<file path="src/rtl/vga_pattern_gen.sv">
// VGA test-pattern generator. It follows the pixel, line and frame position
// using the active flags from the timing generator. It produces a solid
// colour, colour bars, a checkerboard, a gradient or scrolling bars. The
// outputs are registered, so each pixel appears one clock after its position
// is presented.
module vga_pattern_gen #(
  parameter int COLOR_WIDTH = 4,
  parameter int H_ACTIVE    = 640,
  parameter int X_WIDTH     = 12,
  parameter int CHECK_LOG2  = 5,
  parameter int GRAD_SHIFT  = 5,
  parameter int SCROLL_LOG2 = 3
) (
  input  logic                     pxl_clk,
  input  logic                     pxl_rst,
  input  logic                     horz_active,
  input  logic                     vert_active,
  input  logic                     frame_active,
  input  logic [2:0]               mode_sel,
  input  logic [3*COLOR_WIDTH-1:0] solid_rgb,
  output logic [COLOR_WIDTH-1:0]   rgb_red,
  output logic [COLOR_WIDTH-1:0]   rgb_green,
  output logic [COLOR_WIDTH-1:0]   rgb_blue,
  output logic                     out_active
);

  localparam int RGB_W   = 3 * COLOR_WIDTH;
  localparam int FRAME_W = SCROLL_LOG2 + 3;
  localparam int BAR_W   = H_ACTIVE >> 3;

  localparam logic [X_WIDTH-1:0] X_MAX    = '1;
  localparam logic [X_WIDTH-1:0] X_ONE    = X_WIDTH'(1);
  localparam logic [X_WIDTH-1:0] BAR_LAST = X_WIDTH'(BAR_W - 1);
  localparam logic [2:0]         BAR_MAX  = 3'd7;

  typedef enum logic [2:0] {
    MODE_SOLID  = 3'd0,
    MODE_BARS   = 3'd1,
    MODE_CHECK  = 3'd2,
    MODE_GRAD   = 3'd3,
    MODE_SCROLL = 3'd4
  } mode_e;

  // Order of the bar colours from left to right: white, yellow, cyan, green,
  // magenta, red, blue, black. Bit 2 is red, bit 1 is green and bit 0 is blue.
  function automatic logic [2:0] bar_code(input logic [2:0] idx);
    logic [2:0] code;
    case (idx)
      3'd0:    code = 3'd7;
      3'd1:    code = 3'd6;
      3'd2:    code = 3'd3;
      3'd3:    code = 3'd2;
      3'd4:    code = 3'd5;
      3'd5:    code = 3'd4;
      3'd6:    code = 3'd1;
      default: code = 3'd0;
    endcase
    return code;
  endfunction

  function automatic logic [RGB_W-1:0] expand_code(input logic [2:0] code);
    return {{COLOR_WIDTH{code[2]}}, {COLOR_WIDTH{code[1]}}, {COLOR_WIDTH{code[0]}}};
  endfunction

  logic               h_q, h_d;
  logic               v_q, v_d;
  logic [X_WIDTH-1:0] x_q, x_d;
  logic [X_WIDTH-1:0] y_q, y_d;
  logic [FRAME_W-1:0] frame_q, frame_d;
  logic [X_WIDTH-1:0] bar_pix_q, bar_pix_d;
  logic [2:0]         bar_idx_q, bar_idx_d;
  mode_e              mode_q, mode_d;
  logic [RGB_W-1:0]   solid_q, solid_d;
  logic [RGB_W-1:0]   rgb_q, rgb_d;
  logic               out_active_q, out_active_d;

  logic               line_end;
  logic               frame_end;
  logic [2:0]         scroll_idx;
  logic [COLOR_WIDTH-1:0] grad_val;
  logic [RGB_W-1:0]   pix_rgb;

  // Position tracking: edge detectors, the x and y counters, the frame counter
  // and the bar counters.
  always_comb begin
    // NOTE: every signal gets a default first, so a path that is not covered
    // keeps its value through the _q term and never infers a latch.
    h_d       = horz_active;
    v_d       = vert_active;
    line_end  = h_q & ~horz_active;
    frame_end = v_q & ~vert_active;
    x_d       = x_q;
    y_d       = y_q;
    bar_pix_d = bar_pix_q;
    bar_idx_d = bar_idx_q;
    frame_d   = frame_q + {{(FRAME_W-1){1'b0}}, frame_end};

    if (!horz_active) begin
      x_d = '0;
    end else if (frame_active && (x_q != X_MAX)) begin
      x_d = x_q + X_ONE;
    end

    if (!vert_active) begin
      y_d = '0;
    end else if (line_end && (y_q != X_MAX)) begin
      y_d = y_q + X_ONE;
    end

    // The bar counters step alongside x, so no divide by BAR_W is needed.
    // bar_idx stops at 7, so any pixels past the last bar stay in that bar.
    if (!horz_active) begin
      bar_pix_d = '0;
      bar_idx_d = '0;
    end else if (frame_active) begin
      if (bar_pix_q == BAR_LAST) begin
        bar_pix_d = '0;
        if (bar_idx_q != BAR_MAX) begin
          bar_idx_d = bar_idx_q + 3'd1;
        end
      end else begin
        bar_pix_d = bar_pix_q + X_ONE;
      end
    end
  end

  // Mode and colour latch. It is open only during vertical blanking, so a new
  // selection starts cleanly at the top of a frame.
  always_comb begin
    mode_d  = mode_q;
    solid_d = solid_q;
    if (!vert_active) begin
      mode_d  = mode_e'(mode_sel);
      solid_d = solid_rgb;
    end
  end

  // Pixel colour for the current position. Blanking forces the colour to black.
  always_comb begin
    scroll_idx = bar_idx_q + frame_q[SCROLL_LOG2+2:SCROLL_LOG2];
    grad_val   = x_q[GRAD_SHIFT+COLOR_WIDTH-1:GRAD_SHIFT];
    pix_rgb    = '0;
    case (mode_q)
      MODE_SOLID:  pix_rgb = solid_q;
      MODE_BARS:   pix_rgb = expand_code(bar_code(bar_idx_q));
      MODE_CHECK:  pix_rgb = (x_q[CHECK_LOG2] ^ y_q[CHECK_LOG2]) ? '1 : '0;
      MODE_GRAD:   pix_rgb = {grad_val, grad_val, grad_val};
      MODE_SCROLL: pix_rgb = expand_code(bar_code(scroll_idx));
      default:     pix_rgb = '0;
    endcase
    rgb_d        = frame_active ? pix_rgb : '0;
    out_active_d = frame_active;
  end

  // State and output registers.
  always_ff @(posedge pxl_clk or negedge pxl_rst) begin
    if (!pxl_rst) begin
      h_q          <= 1'b0;
      v_q          <= 1'b0;
      x_q          <= '0;
      y_q          <= '0;
      frame_q      <= '0;
      bar_pix_q    <= '0;
      bar_idx_q    <= '0;
      mode_q       <= MODE_SOLID;
      solid_q      <= '0;
      rgb_q        <= '0;
      out_active_q <= 1'b0;
    end else begin
      // NOTE: non-blocking assignments let every flop sample the values from
      // before the edge, whatever order the statements are written in.
      h_q          <= h_d;
      v_q          <= v_d;
      x_q          <= x_d;
      y_q          <= y_d;
      frame_q      <= frame_d;
      bar_pix_q    <= bar_pix_d;
      bar_idx_q    <= bar_idx_d;
      mode_q       <= mode_d;
      solid_q      <= solid_d;
      rgb_q        <= rgb_d;
      out_active_q <= out_active_d;
    end
  end

  assign rgb_red    = rgb_q[3*COLOR_WIDTH-1:2*COLOR_WIDTH];
  assign rgb_green  = rgb_q[2*COLOR_WIDTH-1:COLOR_WIDTH];
  assign rgb_blue   = rgb_q[COLOR_WIDTH-1:0];
  assign out_active = out_active_q;

endmodule

</file>
<file path="config.mk">
export PLATFORM = sky130hd
export DESIGN_NAME = vga_pattern_gen
export DESIGN_NICKNAME = d
export VERILOG_FILES = /design/src/rtl/vga_pattern_gen.sv
export SDC_FILE = /design/constraint.sdc
export NUM_CORES = 1
export LEC_CHECK = 0
export CAP_MARGIN = 20
export CORE_MARGIN = 2
export CORE_UTILIZATION = 60
export CTS_BUF_LIST = sky130_fd_sc_hd__clkbuf_4 sky130_fd_sc_hd__clkbuf_8
export CTS_CLUSTER_DIAMETER = 120
export CTS_CLUSTER_SIZE = 28
export DETAILED_ROUTE_END_ITERATION = 8
export HOLD_SLACK_MARGIN = 0.15
export PLACE_DENSITY_LB_ADDON = 0.05
export SYNTH_ARGS = -nofsm -noshare
export SYNTH_HDL_FRONTEND = slang
export SYNTH_SLANG_ARGS = --single-unit
</file>
<file path="constraint.sdc">
create_clock -name pxl_clk -period 2.1 [get_ports pxl_clk]
set_input_delay 0.21 -clock pxl_clk [delete_from_list [all_inputs] [get_ports pxl_clk]]
set_output_delay 0.21 -clock pxl_clk [all_outputs]
set_load 0.01 [all_outputs]
</file>
# == Word level (Yosys, flattened, before mapping) ==
# Index checks and enable logic that the tools add are counted.
# word_totals
ff_bits,75
input_bits,20
wordCells,69
# op_classes
n_addsub,6
eq_ne,25
n_mux,16
bitwise,5
n_reduce_logical,6
# ops
cell,n
$mux W12,9
$pmux W12 S5,1
$pmux W3 S7,2
$add A12 B1 Y12 const B,3
$ne A12 B12 Y1 const B,2
$eq A3 B3 Y1 const B,7
$eq A3 B2 Y1 const B,6
$eq A12 B7 Y1 const B,1
$mux W3,4
$ne A2 B1 Y1 const B,5
$eq A3 B1 Y1 const B,3
$logic_not A3 Y1,3
$add A6 B1 Y6,1
$add A3 B1 Y3 const B,1
$add A3 B3 Y3,1
$ne A3 B3 Y1 const B,1
$reduce_and A3 Y1,1
$and A1 B1 Y1,2
$logic_and A1 B1 Y1,2
$not A1 Y1,2
$xor A1 B1 Y1,1

# == Longest topological paths before layout ==
# Gate-level depths: netlist (run 1).
# logic_depth
depth_word,5
ltp_mapped,7

# == Worst setup path before layout (run 1) ==
# Ideal clock, no wire load.
# synth_timing
kind,register to register
start,reg bar_idx_q[0]
end,reg rgb_q[4]
setup_ps,82
t_arrival_ps,1531
required_ps,2018
setup_slack_ps,487
path_stages_with_launch,8
path_cell_list,dfrtp_1 -> ha_1 -> inv_1 -> fa_1 -> xnor2_1 -> xnor2_1 -> nand3_1 -> a31oi_1
# synth_between
elab_chain_len,5
word_cells_on_any_way,19
cone_classes,add/sub: 1; eq/ne: 12; mux: 4; reduce/logical: 2
# synth_lines
item,line,rtl
from (decl),71,"logic [2:0] bar_idx_q, bar_idx_d;"
from (signal assigned),178,bar_idx_q <= bar_idx_d;
$add A3 B3 Y3,140,scroll_idx = bar_idx_q + frame_q[SCROLL_LOG2+2:SCROLL_LOG2];
"$eq A3 B3 Y1, or another cell as far along",48,case (idx)
$pmux W3 S7,48,
$pmux W12 S5 *,143,case (mode_q)
$mux W12 *,151,rgb_d = frame_active ? pix_rgb : '0;
via rgb_d[4],74,"logic [RGB_W-1:0] rgb_q, rgb_d;"
to (signal assigned),181,rgb_q <= rgb_d;
to (decl),74,
# The timed path passes the listed nets; every way through them passes the cells marked *.
# A chain may end at the register's enable or synchronous reset.

# == Worst setup path after layout (run 1) ==
# layout_timing
start,reg bar_idx_q[0]
end,reg rgb_q[6]
# The elaborated chain is that of the path after synthesis.

==> summary.md, run 1 <==
| Metric | Value |
|---|---|
| Status | `finished clean` |
| Power per cell area | `approximately 690 nW/um^2` |
| Synth Warn # | `0` |
| Fin crit period | `about 1.9 ns` |
| DRT Pass-1 Iters | `4` |
| Final Setup Violations | `0` |
| I/O pins | `33` |
| CTS Buffer Depth | `2` |
| Postcts setup bufs | `0` |
| Vias in the first global route | `roughly 2,800` |
| Unique masters post-synth | `51` |
| Final net count | `430` |
| H-Tree Depth | `3` |
| CORE AREA | `5960 sq um` |
| Async S/R FF share, synth | `100%` |
| Crit path capture type | `flip-flop` |
| Worst Skew | `approximately 0.015 ns` |
| Peak VDD IR | `0.569 mV` |
| Synth Area in Adders | `4.57%` |
| Part of the Yosys area used for sequential elements | `between 50% and 60%` |
| First-pass GRT wire length | `between 10,000 and 15,000 microns` |
| Flops & latches, synth | `between 70 and 80` |
| Post-Synth Simple-Gate Area | `about a fifth` |
| Die W | `between 80 and 90 microns` |
| Unrepaired setup endpoints after global routing | `no` |
| Sequential share of power | `between 50% and 60%` |
| Wire length per cell | `15.9 microns` |
| Cell leakage power | `~1.8 nW` |
| Pin count of the biggest net entering global routing | `29` |
| Fin cells | `~480` |
| Initial Util | `between 60 and 70%` |
| P_int | `approximately 2.2 mW` |
| Fin. Hold Viols | `0` |
| Psw | `between 0.7 and 0.8 mW` |
| EDFF count, synth | `0` |
| Clock Pin Slew Worst Setup and Hold Paths | `0.08 ns` |
| Combinational Power Share | `between 10% and 20%` |
| Reg-to-reg critical path endpoint | `rgb_q[6]` |
| Worst Setup Slack, final | `approximately 0.24 ns` |
| CTS Buf Count | `9` |
| Initial antenna violation count | `0` |
| Crit share post-route | `between 80% and 90%` |
| Slew margin rel. | `between 50% and 60%` |
| Setup crit start kind | `flip-flop` |
| Post-synthesis cell area | `between 3000 and 4000 sq um` |
| Post-Syn Instances | `355` |
| Clk_lat worst skew | `about 0.36 ns` |
| GPL Wtd Cong | `between 0.8 and 0.9` |
| Die area | `6850 sq um` |
| Starting DRT DRC Count | `187` |
| Largest family of logic cells by synthesized area | `simple AND/OR/NAND/NOR gates` |
| Final slew viol count | `0` |
| Critical Path Fanout Max | `5` |
| Max-cap violations | `0` |
| Post-synthesis mux area share | `5.37%` |
| Synth Area in XOR/XNOR | `roughly 4.7%` |
| CTS root buf | `clkbuf_8` |
| Fillers | `411` |
| Reg2Reg Depth | `7` |
| CTS tree | `done` |
| Worst slack, placed | `between 0.1 and 0.15 ns` |
| Post-route ant nets | `0` |
| Gr usage total | `about 25%` |
| Mean post-synth cell area | `between 10 and 15 sq um` |
| Share of post-route cells with drive strength above 1 | `10.2%` |
| Critical Setup Path Class | `flip-flop to flip-flop` |
| Via/cell ratio | `around 6.0` |
| Clock share of power | `33.1%` |
| DRC viols | `0` |
| Num rows | `28` |
| Via count | `approximately 2,800` |
| Placed insts | `460` |
| Switching Share | `between 20 and 30%` |
| CP required | `~2.4 ns` |
| Top_reg_cell synth | `dfrtp_1` |
| Area grow syn2layout | `16.9%` |
| Reg-to-Reg Start | `bar_idx_q[0]` |
| Remaining global-route overflow | `0` |
| CP Data Arrival Time | `2.13 ns` |
| Tightest Pin Transition | `a little under 0.7 ns` |
| Post-Syn Nets | `~390` |
| Hold Crit Class | `input port to async pin` |
| Final HPWL DP | `about 5400 microns` |
| Post-Route WL | `~7600 microns` |
| Port bufs | `32` |
| Die Ht | `just over 80 microns` |
| TNS Setup | `0 ns` |
| Fmax achieved | `approximately 540 MHz` |
| Reg2reg setup slack | `0.24 ns` |
| Clk sinks | `between 70 and 80` |
| Most frequent cells in the layout | `dfrtp_1 (75), clkdlybuf4s50_1 (31), nand2_1 (30), nor2_1 (23), nand3_1 (22)` |
| Ant diodes | `0` |
| Complex-gate fraction of the synthesized area | `a little over a tenth` |
| Commonest non-fill, non-tap cell in the layout | `dfrtp_1` |
final cells by class:
class / count / area (sq um) / area share, %
Sequential cell: 75 / 1880 / 43.1
Inverter: 11 / 41.3 / 0.948
Clock inverter: 2 / 12.5 / 0.287
Timing Repair Buffer: 43 / 425 / 9.77
Clock buffer: 13 / 160 / 3.68
Tap cell: 75 / 93.8 / 2.16
Multi-Input combinational cell: 257 / 1740 / 40.1
metrics by stage:
stage	instance area, sq um	hold WS, ns	utilization [%]	total power [mW]
after global placement	4170	0.285	70.0	2.04
after floorplan	3720	-0.0856	-	1.86
after detailed placement	4170	0.287	70.0	2.05
final	4350	0.429	73.1	3.03
after global routing	4350	0.451	73.1	3.18
after CTS	4350	0.445	73.1	3.05
cell families (layout without fill, tap and decap cells):
logic type / count (synthesis) / after routing
AND/OR/NAND/NOR: 143 / 143
flip-flops: 75 / 75
AO/OA/AOI/OAI: 63 / 63
buffers and inverters: 23 / 69
XOR/XNOR: 20 / 20
multiplexers: 18 / 18
adder cells (fa/ha/maj): 13 / 13
repair_timing:
item	CTS	global route
endpoints found under the hold margin	26	0
hold buffers	1	0
gates resized for setup	0	0
power by group through the flow:
stage               clock, mW  combinational [mW]  sequential (mW)
floorplan                   0               0.203             1.66
global placement            0               0.367             1.67
detailed placement          0               0.378             1.68
CTS                      1.01               0.385             1.65
global route             1.08               0.430             1.67
finish                   1.00               0.378             1.65
how the worst max path moves through the flow:
stage	startpoint	end	slack (ns)	cells after the start
3_3_place_gp	horz_active	y_q[7]	0.15	5
3_5_place_dp	horz_active	y_q[7]	0.11	5
5_1_grt	bar_idx_q[0]	rgb_q[6]	0.05	7
4_1_cts	bar_idx_q[0]	rgb_q[6]	0.26	7
6_report	bar_idx_q[0]	rgb_q[6]	0.24	7
2_1_floorplan	bar_idx_q[0]	rgb_q[4]	0.49	7
worst max-delay path: stages, from the launching register on:
cell,delay [ns]
dfrtp_1,0.43
ha_1,0.18
inv_1,0.05
fa_1,0.37
xnor2_1,0.20
xnor2_1,0.14
nand3_1,0.16
a31oi_1,0.24
layer usage:
metal / up-vias / global-route usage (%) / routed length [microns]
li1: 1388 / - / -
met1: 1374 / 31.6 / 3460
met2: 62 / 43.3 / 3680
met3: 11 / 7.03 / 324
met4: 0 / 8.20 / 127
met5: - / 0 / 0
synth_stat cells, drive strengths merged, types with 3 or more instances:
library cell / instances / share of area [%]
a21oi: 15 / 2.0
a31oi: 16 / 2.7
and3: 7 / 1.3
and4: 7 / 1.7
buf: 4 / 0.87
clkbuf: 8 / 0.81
dfrtp: 75 / 50
ha: 12 / 4.0
inv: 11 / 1.1
mux2: 16 / 4.8
nand2: 30 / 3.0
nand2b: 4 / 0.67
nand3: 22 / 3.0
nand4: 13 / 2.2
nor2: 23 / 2.3
nor2b: 6 / 1.0
nor3: 7 / 1.1
nor4b: 3 / 0.71
o21a: 3 / 0.60
o21ai: 11 / 1.5
o31ai: 6 / 1.2
or3: 5 / 0.84
or4: 6 / 1.2
xnor2: 7 / 1.6
xor2: 13 / 3.1
registers in the layout, summed over array words and instances, names as in the netlist:
name	count
rgb_q	12
h_q	1
bar_pix_q	12
bar_idx_q	3
x_q	12
solid_q	12
mode_q	3
out_active	1
frame_q	6
v_q	1
y_q	12
No activity file was read; power rests on OpenSTA's default activity.
==> run 2: changes to the inputs <==
REMOVE_ABC_BUFFERS = 1   (was unset)
==> summary.md, run 2 (synthesis results as in run 1) <==
| Metric | Value |
|---|---|
| Status | `finished clean` |
| Post-CTS sizing | `0` |
| Most frequent cells in the layout | `dfrtp_1 (75), clkdlybuf4s50_1 (31), nand2_1 (30), nor2_1 (23), nand3_1 (22)` |
| Initial Util | `a little over three fifths` |
| DRC viols | `0` |
| TNS Setup | `0 ns` |
| Post-route ant nets | `0` |
| DRT Pass-1 Iters | `6` |
| Final hold slack | `about 0.43 ns` |
| Final HPWL DP | `between 5000 and 6000 microns` |
| CTS root buf | `clkbuf_8` |
| CP Data Arrival Time | `about 2.1 ns` |
| I/O pins | `33` |
| Slew margin rel. | `49.7%` |
| Hold Crit Class | `input port to async pin` |
| Port bufs | `32` |
| First-pass GRT wire length | `12,600 microns` |
| CP required | `roughly 2.4 ns` |
| Clock Pin Slew Worst Setup and Hold Paths | `approximately 0.070 ns` |
| Die W | `around 83 microns` |
| Fin. Hold Viols | `0` |
| Wire length per cell | `around 16 microns` |
| Worst Skew | `~0.0068 ns` |
| Peak VDD IR | `around 0.56 mV` |
| CTS tree | `done` |
| Final slew viol count | `0` |
| Via count | `around 2,800` |
| Top sig layer | `met4` |
| Die area | `6850 sq um` |
| Pin count of the biggest net entering global routing | `between 70 and 80` |
| CORE AREA | `~6000 sq um` |
| CTS Buf Count | `9` |
| Final Setup Violations | `0` |
| Share of post-route cells with drive strength above 1 | `approximately a tenth` |
| Starting DRT DRC Count | `155` |
| Remaining global-route overflow | `0` |
| Cell leakage power | `~1.8 nW` |
| Via/cell ratio | `between 5 and 6` |
| Die Ht | `a little over 80 microns` |
| Fmax achieved | `~530 MHz` |
| Crit path capture type | `flip-flop` |
| H-Tree Depth | `3` |
| Clk sinks | `75` |
| Clk_lat worst skew | `around 0.34 ns` |
| GPL Wtd Cong | `around 0.82` |
| Max-cap violations | `0` |
| Final net count | `between 400 and 500` |
| Post-Route WL | `around 7600 microns` |
| Power per cell area | `~750 nW/um^2` |
| Critical Path Fanout Max | `5` |
| Tightest Pin Transition | `between 0.7 and 0.8 ns` |
| Gr usage total | `about a quarter` |
| Fin crit period | `1.87 ns` |
| Initial antenna violation count | `0` |
| Critical Setup Path Class | `flip-flop to flip-flop` |
| Num rows | `28` |
| Metal-1 WL | `roughly 3400 microns` |
| Fillers | `436` |
| Routed wl met2 | `3770 microns` |
| Setup crit start kind | `flip-flop` |
| Commonest non-fill, non-tap cell in the layout | `dfrtp_1` |
| Vias in the first global route | `2,735` |
| Unrepaired setup endpoints after global routing | `no` |
| CTS Buffer Depth | `2` |
| Area grow syn2layout | `17.7%` |
| Met3 routed WL | `between 300 and 400 microns` |
| Ant diodes | `0` |
| Crit share post-route | `89.2%` |
## run 2: worst paths after layout
path                         startpoint         end  slack [ns]  depth (start not counted)
hold / removal                  pxl_rst   mode_q[2]        0.43                          3
hold reg to reg              frame_q[4]  frame_q[4]        0.48                          1
setup / recovery           bar_idx_q[0]    rgb_q[6]        0.23                          7
min in group pxl_clk        mode_sel[2]   mode_q[2]        0.46                          2
setup reg to reg           bar_idx_q[0]    rgb_q[6]        0.23                          7
max in group asynchronous       pxl_rst      y_q[8]        1.38                          3
## run 2: layout make-up
cell class	count	area [sq um]	share of cell area (%)
clock buffer	12	159	3.62
clock inverter	4	72.6	1.65
inverter	11	41.3	0.942
multi-input combinational	257	1740	39.8
sequential	75	1880	42.8
tap	75	93.8	2.14
timing repair buffer	41	398	9.07
## run 2: what timing repair did
item                      in CTS  in global routing
setup buffers                  0                  0
hold buffers                   1                  0
hold endpoints to repair      75                  0
## run 2: power breakdown
part	total (mW)	internal (mW)	switching (mW)
logic	0.376	0.190	0.186
registers	1.65	1.56	0.0884
clock network	1.25	0.745	0.503
## run 2: metal layers
metal	vias to the layer above	track usage [%]
met4	0	6.89
met2	66	41.5
met1	1380	30.6
li1	1379	-
met5	-	0
met3	10	7.03
## run 2: metrics by stage
stage          utilization, %  std cells  power, mW  setup slack, ns  instance area, sq um
5_1_grt                  73.6        475       3.43            0.106                  4390
3_3_place_gp             69.6        458       2.03            0.123                  4140
2_1_floorplan               -        343       1.85            0.420                  3660
3_5_place_dp             69.6        458       2.05           0.0278                  4140
4_1_cts                  73.6        475       3.30            0.243                  4390
6_report                 73.6        475       3.27            0.227                  4390
## run 2: critical path, cell delays in order (launching register included)
cell     delay (ns)
dfrtp_1        0.44
ha_1           0.18
inv_1          0.05
fa_1           0.37
xnor2_1        0.20
xnor2_1        0.14
nand3_1        0.17
a31oi_1        0.23
==> RTL edit 1: new RTL, flow settings as in run 2 <==
Put a register stage on the outputs `rgb_red`, `rgb_green` and `rgb_blue`, with the module's reset. The values now appear one clock later. The other outputs are not delayed to match.
--- a/src/rtl/vga_pattern_gen.sv
+++ b/src/rtl/vga_pattern_gen.sv
@@ -183,9 +183,17 @@
     end
   end
 
-  assign rgb_red    = rgb_q[3*COLOR_WIDTH-1:2*COLOR_WIDTH];
-  assign rgb_green  = rgb_q[2*COLOR_WIDTH-1:COLOR_WIDTH];
-  assign rgb_blue   = rgb_q[COLOR_WIDTH-1:0];
+  always_ff @(posedge pxl_clk or negedge pxl_rst) begin
+    if (!pxl_rst) begin
+      rgb_red   <= '0;
+      rgb_green <= '0;
+      rgb_blue  <= '0;
+    end else begin
+      rgb_red   <= rgb_q[3*COLOR_WIDTH-1:2*COLOR_WIDTH];
+      rgb_green <= rgb_q[2*COLOR_WIDTH-1:COLOR_WIDTH];
+      rgb_blue  <= rgb_q[COLOR_WIDTH-1:0];
+    end
+  end
   assign out_active = out_active_q;
 
 endmodule
Function: changed (Yosys sat finds a counterexample within 4 cycles, from zero or initial values and one cycle with pxl_rst low).
==> RTL edit 1 against run 2 <==
Cell count increased by 5.1%. Sequential share of layout area increased by 3.1 points. Design area increased by 8.1%. Routed wire length is 2.1% lower. Combinational power grew 3%. Sequential power grew 15%. Power rose by 3.2%. Highest routed layer unchanged. Die area increased by 8.8%. Sequential cell count up 12. Synthesized cell count rose by 3.7%. Synthesized area is 9.3% higher. Worst setup slack got worse by 0.031 ns. Via count up 1.7%. Fmax fell by 1.6%.
==> RTL edit 1: results (changes against run 2) <==
Detailed routing
  • First DRT Iteration DRCs: 136 (-12%)
  • Pre-antenna DRT Iters: 4 (-2)
  • Routed WL per cell: 14.8 um (-6.8%)
  • Vias per inst: 5.78 (-3.2%)

Logic synthesis
  • Mapped Avg Cell Area: 11.1 sq um (+5.4%)
  • Post-synth top cells: 87 x dfrtp_1, 31 x nand2_1, 26 x nor2_1
  • Register area share after synthesis: 0.535 (+0.0309)
  • YS warnings: 0 (unchanged)
  • Synth area leaders: dfrtp_1 53%, mux2_2 4.1%, ha_1 3.7%

GRT
  • Vias in the first global route: 2752 (+0.62%)
  • Overall routing resource usage: 0.218 (-0.0270)
  • Largest net degree at the start of global routing: 52 (-32%)
  • First-pass GRT wire length: 12800 um (+1.0%)
  • Total grt overflow: 0 (unchanged)

Power
  • Leak: 2.02 nW (+11%)
  • Clock power share: 0.323 (-0.059)
  • P_comb: 386 uW (+3%)
  • IR drop worst, VDD: 0.325 mV (-42%)
  • Clock group: 1.09 mW (-13%)
  • Power Internal: 2.48 mW (-0.48%)

STA
  • Hold WS: 0.346 ns (-0.0869 ns)
  • Relative slew margins: 0.634 (+0.136)
  • Max Clock Skew: 0.0128 ns (+0.00603 ns)
  • Fin Setup TNS: 0 ns (unchanged)

Final layout
  • Ant. Diodes: 0 (unchanged)
  • Final #Nets: 447 (+4.4%)
  • Post-Layout Cell Count: 499 (+5.1%)
  • Fraction of layout cells with a size suffix above 1: 0.155 (+0.0551)

Placement
  • GP Congestion: 0.848 (+3.2%)
  • Post-DP HPWL: 5410 um (-0.19%)
  • Placed cell area: 0.00454 sq mm (+9.7%)
  • IO buf count: 32 (unchanged)
  • Pre-CTS WS: 0.199 ns (+0.171 ns)
  • Placed insts: 482 (+5.2%)

Worst setup path
  • CP top delay family: compound AO/OA/AOI/OAI gates
  • Register-to-Register Path Depth: 6 (-1)
  • Worst Path Max Fanout: 10 (+5)
  • Reg2reg setup slack: 0.20 ns (-0.03 ns)
  • Worst r2r dst: x_q[0]
  • Crit path largest cell delay: 0.53 ns (+0.09 ns)
  • CP max-delay cell: o41ai_4
  • FF-to-FF Start: x_q[0]
  • Critical path data arrival time: 2.13 ns

Outcome
  • Status: complete, no violations

CTS
  • Worst-path clk slew: 0.09 ns (+0.02 ns)
  • Max clock buf depth: 2 (unchanged)
  • Worst-Skew Late Latency: 0.36 ns (+0.02 ns)
-- RTL edit 1: what timing repair did --
item | CTS | global route
hold endpoints to repair | 36 | 0
hold buffers | 1 | 0
endpoints found under the setup margin | 0 | 0
-- RTL edit 1: kinds of logic after synthesis --
logic type               share of synthesized area
buffers and inverters                       0.0267
flip-flops                                   0.535
multiplexers                                0.0489
AND/OR/NAND/NOR                              0.190
adder cells (fa/ha/maj)                     0.0418
XOR/XNOR                                    0.0430
AO/OA/AOI/OAI                                0.115
-- RTL edit 1: metal layers --
layer / vias up / track usage / wire, um
met2: 56 / 0.336 / 3510
met4: 0 / 0.0866 / 122
met3: 10 / 0.0343 / 289
met5: - / 0 / 0
met1: 1393 / 0.312 / 3470
li1: 1424 / - / -
-- RTL edit 1: worst max-delay path by stage --
stage,endpoint,slack (ns),cells after the start
floorplan,x_q[6],0.25,5
global placement,bar_idx_q[2],0.23,6
detailed placement,bar_idx_q[2],0.20,6
CTS,x_q[0],0.18,6
global route,x_q[0],0.04,6
finish,x_q[0],0.20,6
-- RTL edit 1: worst reg2reg max path: stages, from the launching register on --
cell and delay [ns]:
dfrtp_1 0.40, ha_1 0.23, nand3_4 0.15, o41ai_4 0.54, buf_4 0.25, xor2_1 0.15, nor2_1 0.05
-- RTL edit 1: cell type report --
| cell class | instances | area (sq um) |
|---|---|---|
| sequential | 87 | 2180 |
| tap | 80 | 100 |
| clock buffer | 10 | 138 |
| inverter | 15 | 56.3 |
| clock inverter | 6 | 48.8 |
| timing repair buffer | 44 | 435 |
| multi-input combinational | 257 | 1790 |
| fill | 509 | 1940 |
==> RTL edit 2: new RTL, config.mk and constraints of run 2 <==
Made on the original files. Set the parameter `COLOR_WIDTH` to 6 (it was 4).
--- a/src/rtl/vga_pattern_gen.sv
+++ b/src/rtl/vga_pattern_gen.sv
@@ -4,7 +4,7 @@
 // outputs are registered, so each pixel appears one clock after its position
 // is presented.
 module vga_pattern_gen #(
-  parameter int COLOR_WIDTH = 4,
+  parameter int COLOR_WIDTH = 6,
   parameter int H_ACTIVE    = 640,
   parameter int X_WIDTH     = 12,
   parameter int CHECK_LOG2  = 5,
Interface: changed (resized rgb_blue, rgb_green, rgb_red and solid_rgb); port bits go from 33 to 45. No check against the original RTL was run, so the function may have changed too.
==> RTL edit 2 against run 2 <==
Count of clock-buffer cells in the layout fell by 1. Critical path depth increased by 1. Critical path type unchanged. Synthesized area grew 11%. Die area is 10% higher. Routed wire length increased by 14%. Utilization is 0.38 points lower. Sequential cell count grew 12. Synthesized cell count is 8.2% higher. Power up 5.6%. Clock skew up 0.0057 ns. Worst setup slack worse by 0.093 ns. Design area is 12% higher. Highest routed layer unchanged.
==> RTL edit 2: results (changes against run 2) <==
GRT
  • GRT met2 Usage: 0.387 (-0.0288)
  • Largest net degree at the start of global routing: 44 (-42%)
  • GRT met1 Usage: 0.336 (+0.0302)
  • Met3 usage in global routing: 0.0381 (-0.0323)
  • Overall routing resource usage: 0.241 (-0.00310)
  • Vias in the first global route: 3055 (+12%)

Logic synthesis
  • FF+latch count, synth: 87 (+16%)
  • Synth area leaders: dfrtp_1 53%, mux2_2 5.7%, nand2_1 3.7%
  • Area share of fa/ha/maj cells after synthesis: 0.0413 (-0.00436)
  • Post-synthesis xor/xnor area fraction: 0.0447 (-0.00236)
  • Compound-Gate Fraction of Synth Area: 0.112 (+0.00228)
  • Synthesized instance count: 384 (+8.2%)

Power
  • Comb pwr share: 0.146 (+0.031)
  • IR drop worst, VDD: 0.396 mV (-29%)
  • Clock power share: 0.302 (-0.080)
  • Leak: 2.08 nW (+15%)

Final layout
  • Multi-input combinational gate total: 270 (+5.1%)
  • Fill count: 481 (+10%)
  • Multi-input gate share of total cell area: 0.378 (-0.0192)
  • Post-Layout Cell Count: 524 (+10%)
  • Logic inverters: 14 (+3)
  • Post-route cell area: 0.00492 sq mm (+12%)
  • Final #Nets: 478 (+12%)
  • Signal buffers share of area: 0.112 (+0.0211)
  • Clk tree area frac: 0.0363 (-0.0164)
  • Sequential share of cell area: 0.442 (+0.0143)

Placement
  • GP Congestion: 0.873 (+6.2%)
  • Post-DP HPWL: 6040 um (+12%)
  • Placed insts: 504 (+10%)
  • Placed cell area: 0.00468 sq mm (+13%)

Worst setup path
  • Critical path data arrival time: 2.17 ns (+0.05 ns)
  • Crit path largest cell delay: 0.40 ns (-0.04 ns)
  • Worst r2r dst: rgb_q[10]
  • CP startpoint: frame_q[3]
  • Worst Path Max Fanout: 6 (+1)
  • Reg2reg setup slack: 0.13 ns (-0.09 ns)

Outcome
  • Status: complete, no violations

CTS
  • Worst-path clk slew: 0.09 ns (+0.02 ns)

Detailed routing
  • Vias per inst: 6.01 (+0.66%)
  • WL met2: 4180 um (+11%)
  • Routed WL per cell: 16.5 um (+3.6%)
  • M1 WL: 3950 um (+18%)
-- RTL edit 2: cell types whose count changed in the layout (fill, tap and decap cells not counted), sizes merged, moves of 4 or more --
cell | run 2 | this run
a31oi | 16 | 20
buf | 9 | 13
clkdlybuf4s50 | 31 | 43
dfrtp | 75 | 87
mux2 | 16 | 21
nand2 | 30 | 41
nand3 | 22 | 15
nor2 | 23 | 29
or3 | 5 | 1
xnor2 | 7 | 12
xor2 | 13 | 9
-- RTL edit 2: per-stage QoR --
stage | setup slack, ns | TNS [ns] | hold slack (ns) | total power, mW
4_1_cts | 0.108 | 0 | 0.396 | 3.44
3_5_place_dp | 0.139 | 0 | 0.235 | 2.40
6_report | 0.134 | 0 | 0.376 | 3.45
5_1_grt | -0.0261 | -0.0714 | 0.431 | 3.60
3_3_place_gp | 0.192 | 0 | 0.228 | 2.38
2_1_floorplan | 0.0972 | 0 | -0.0856 | 2.14
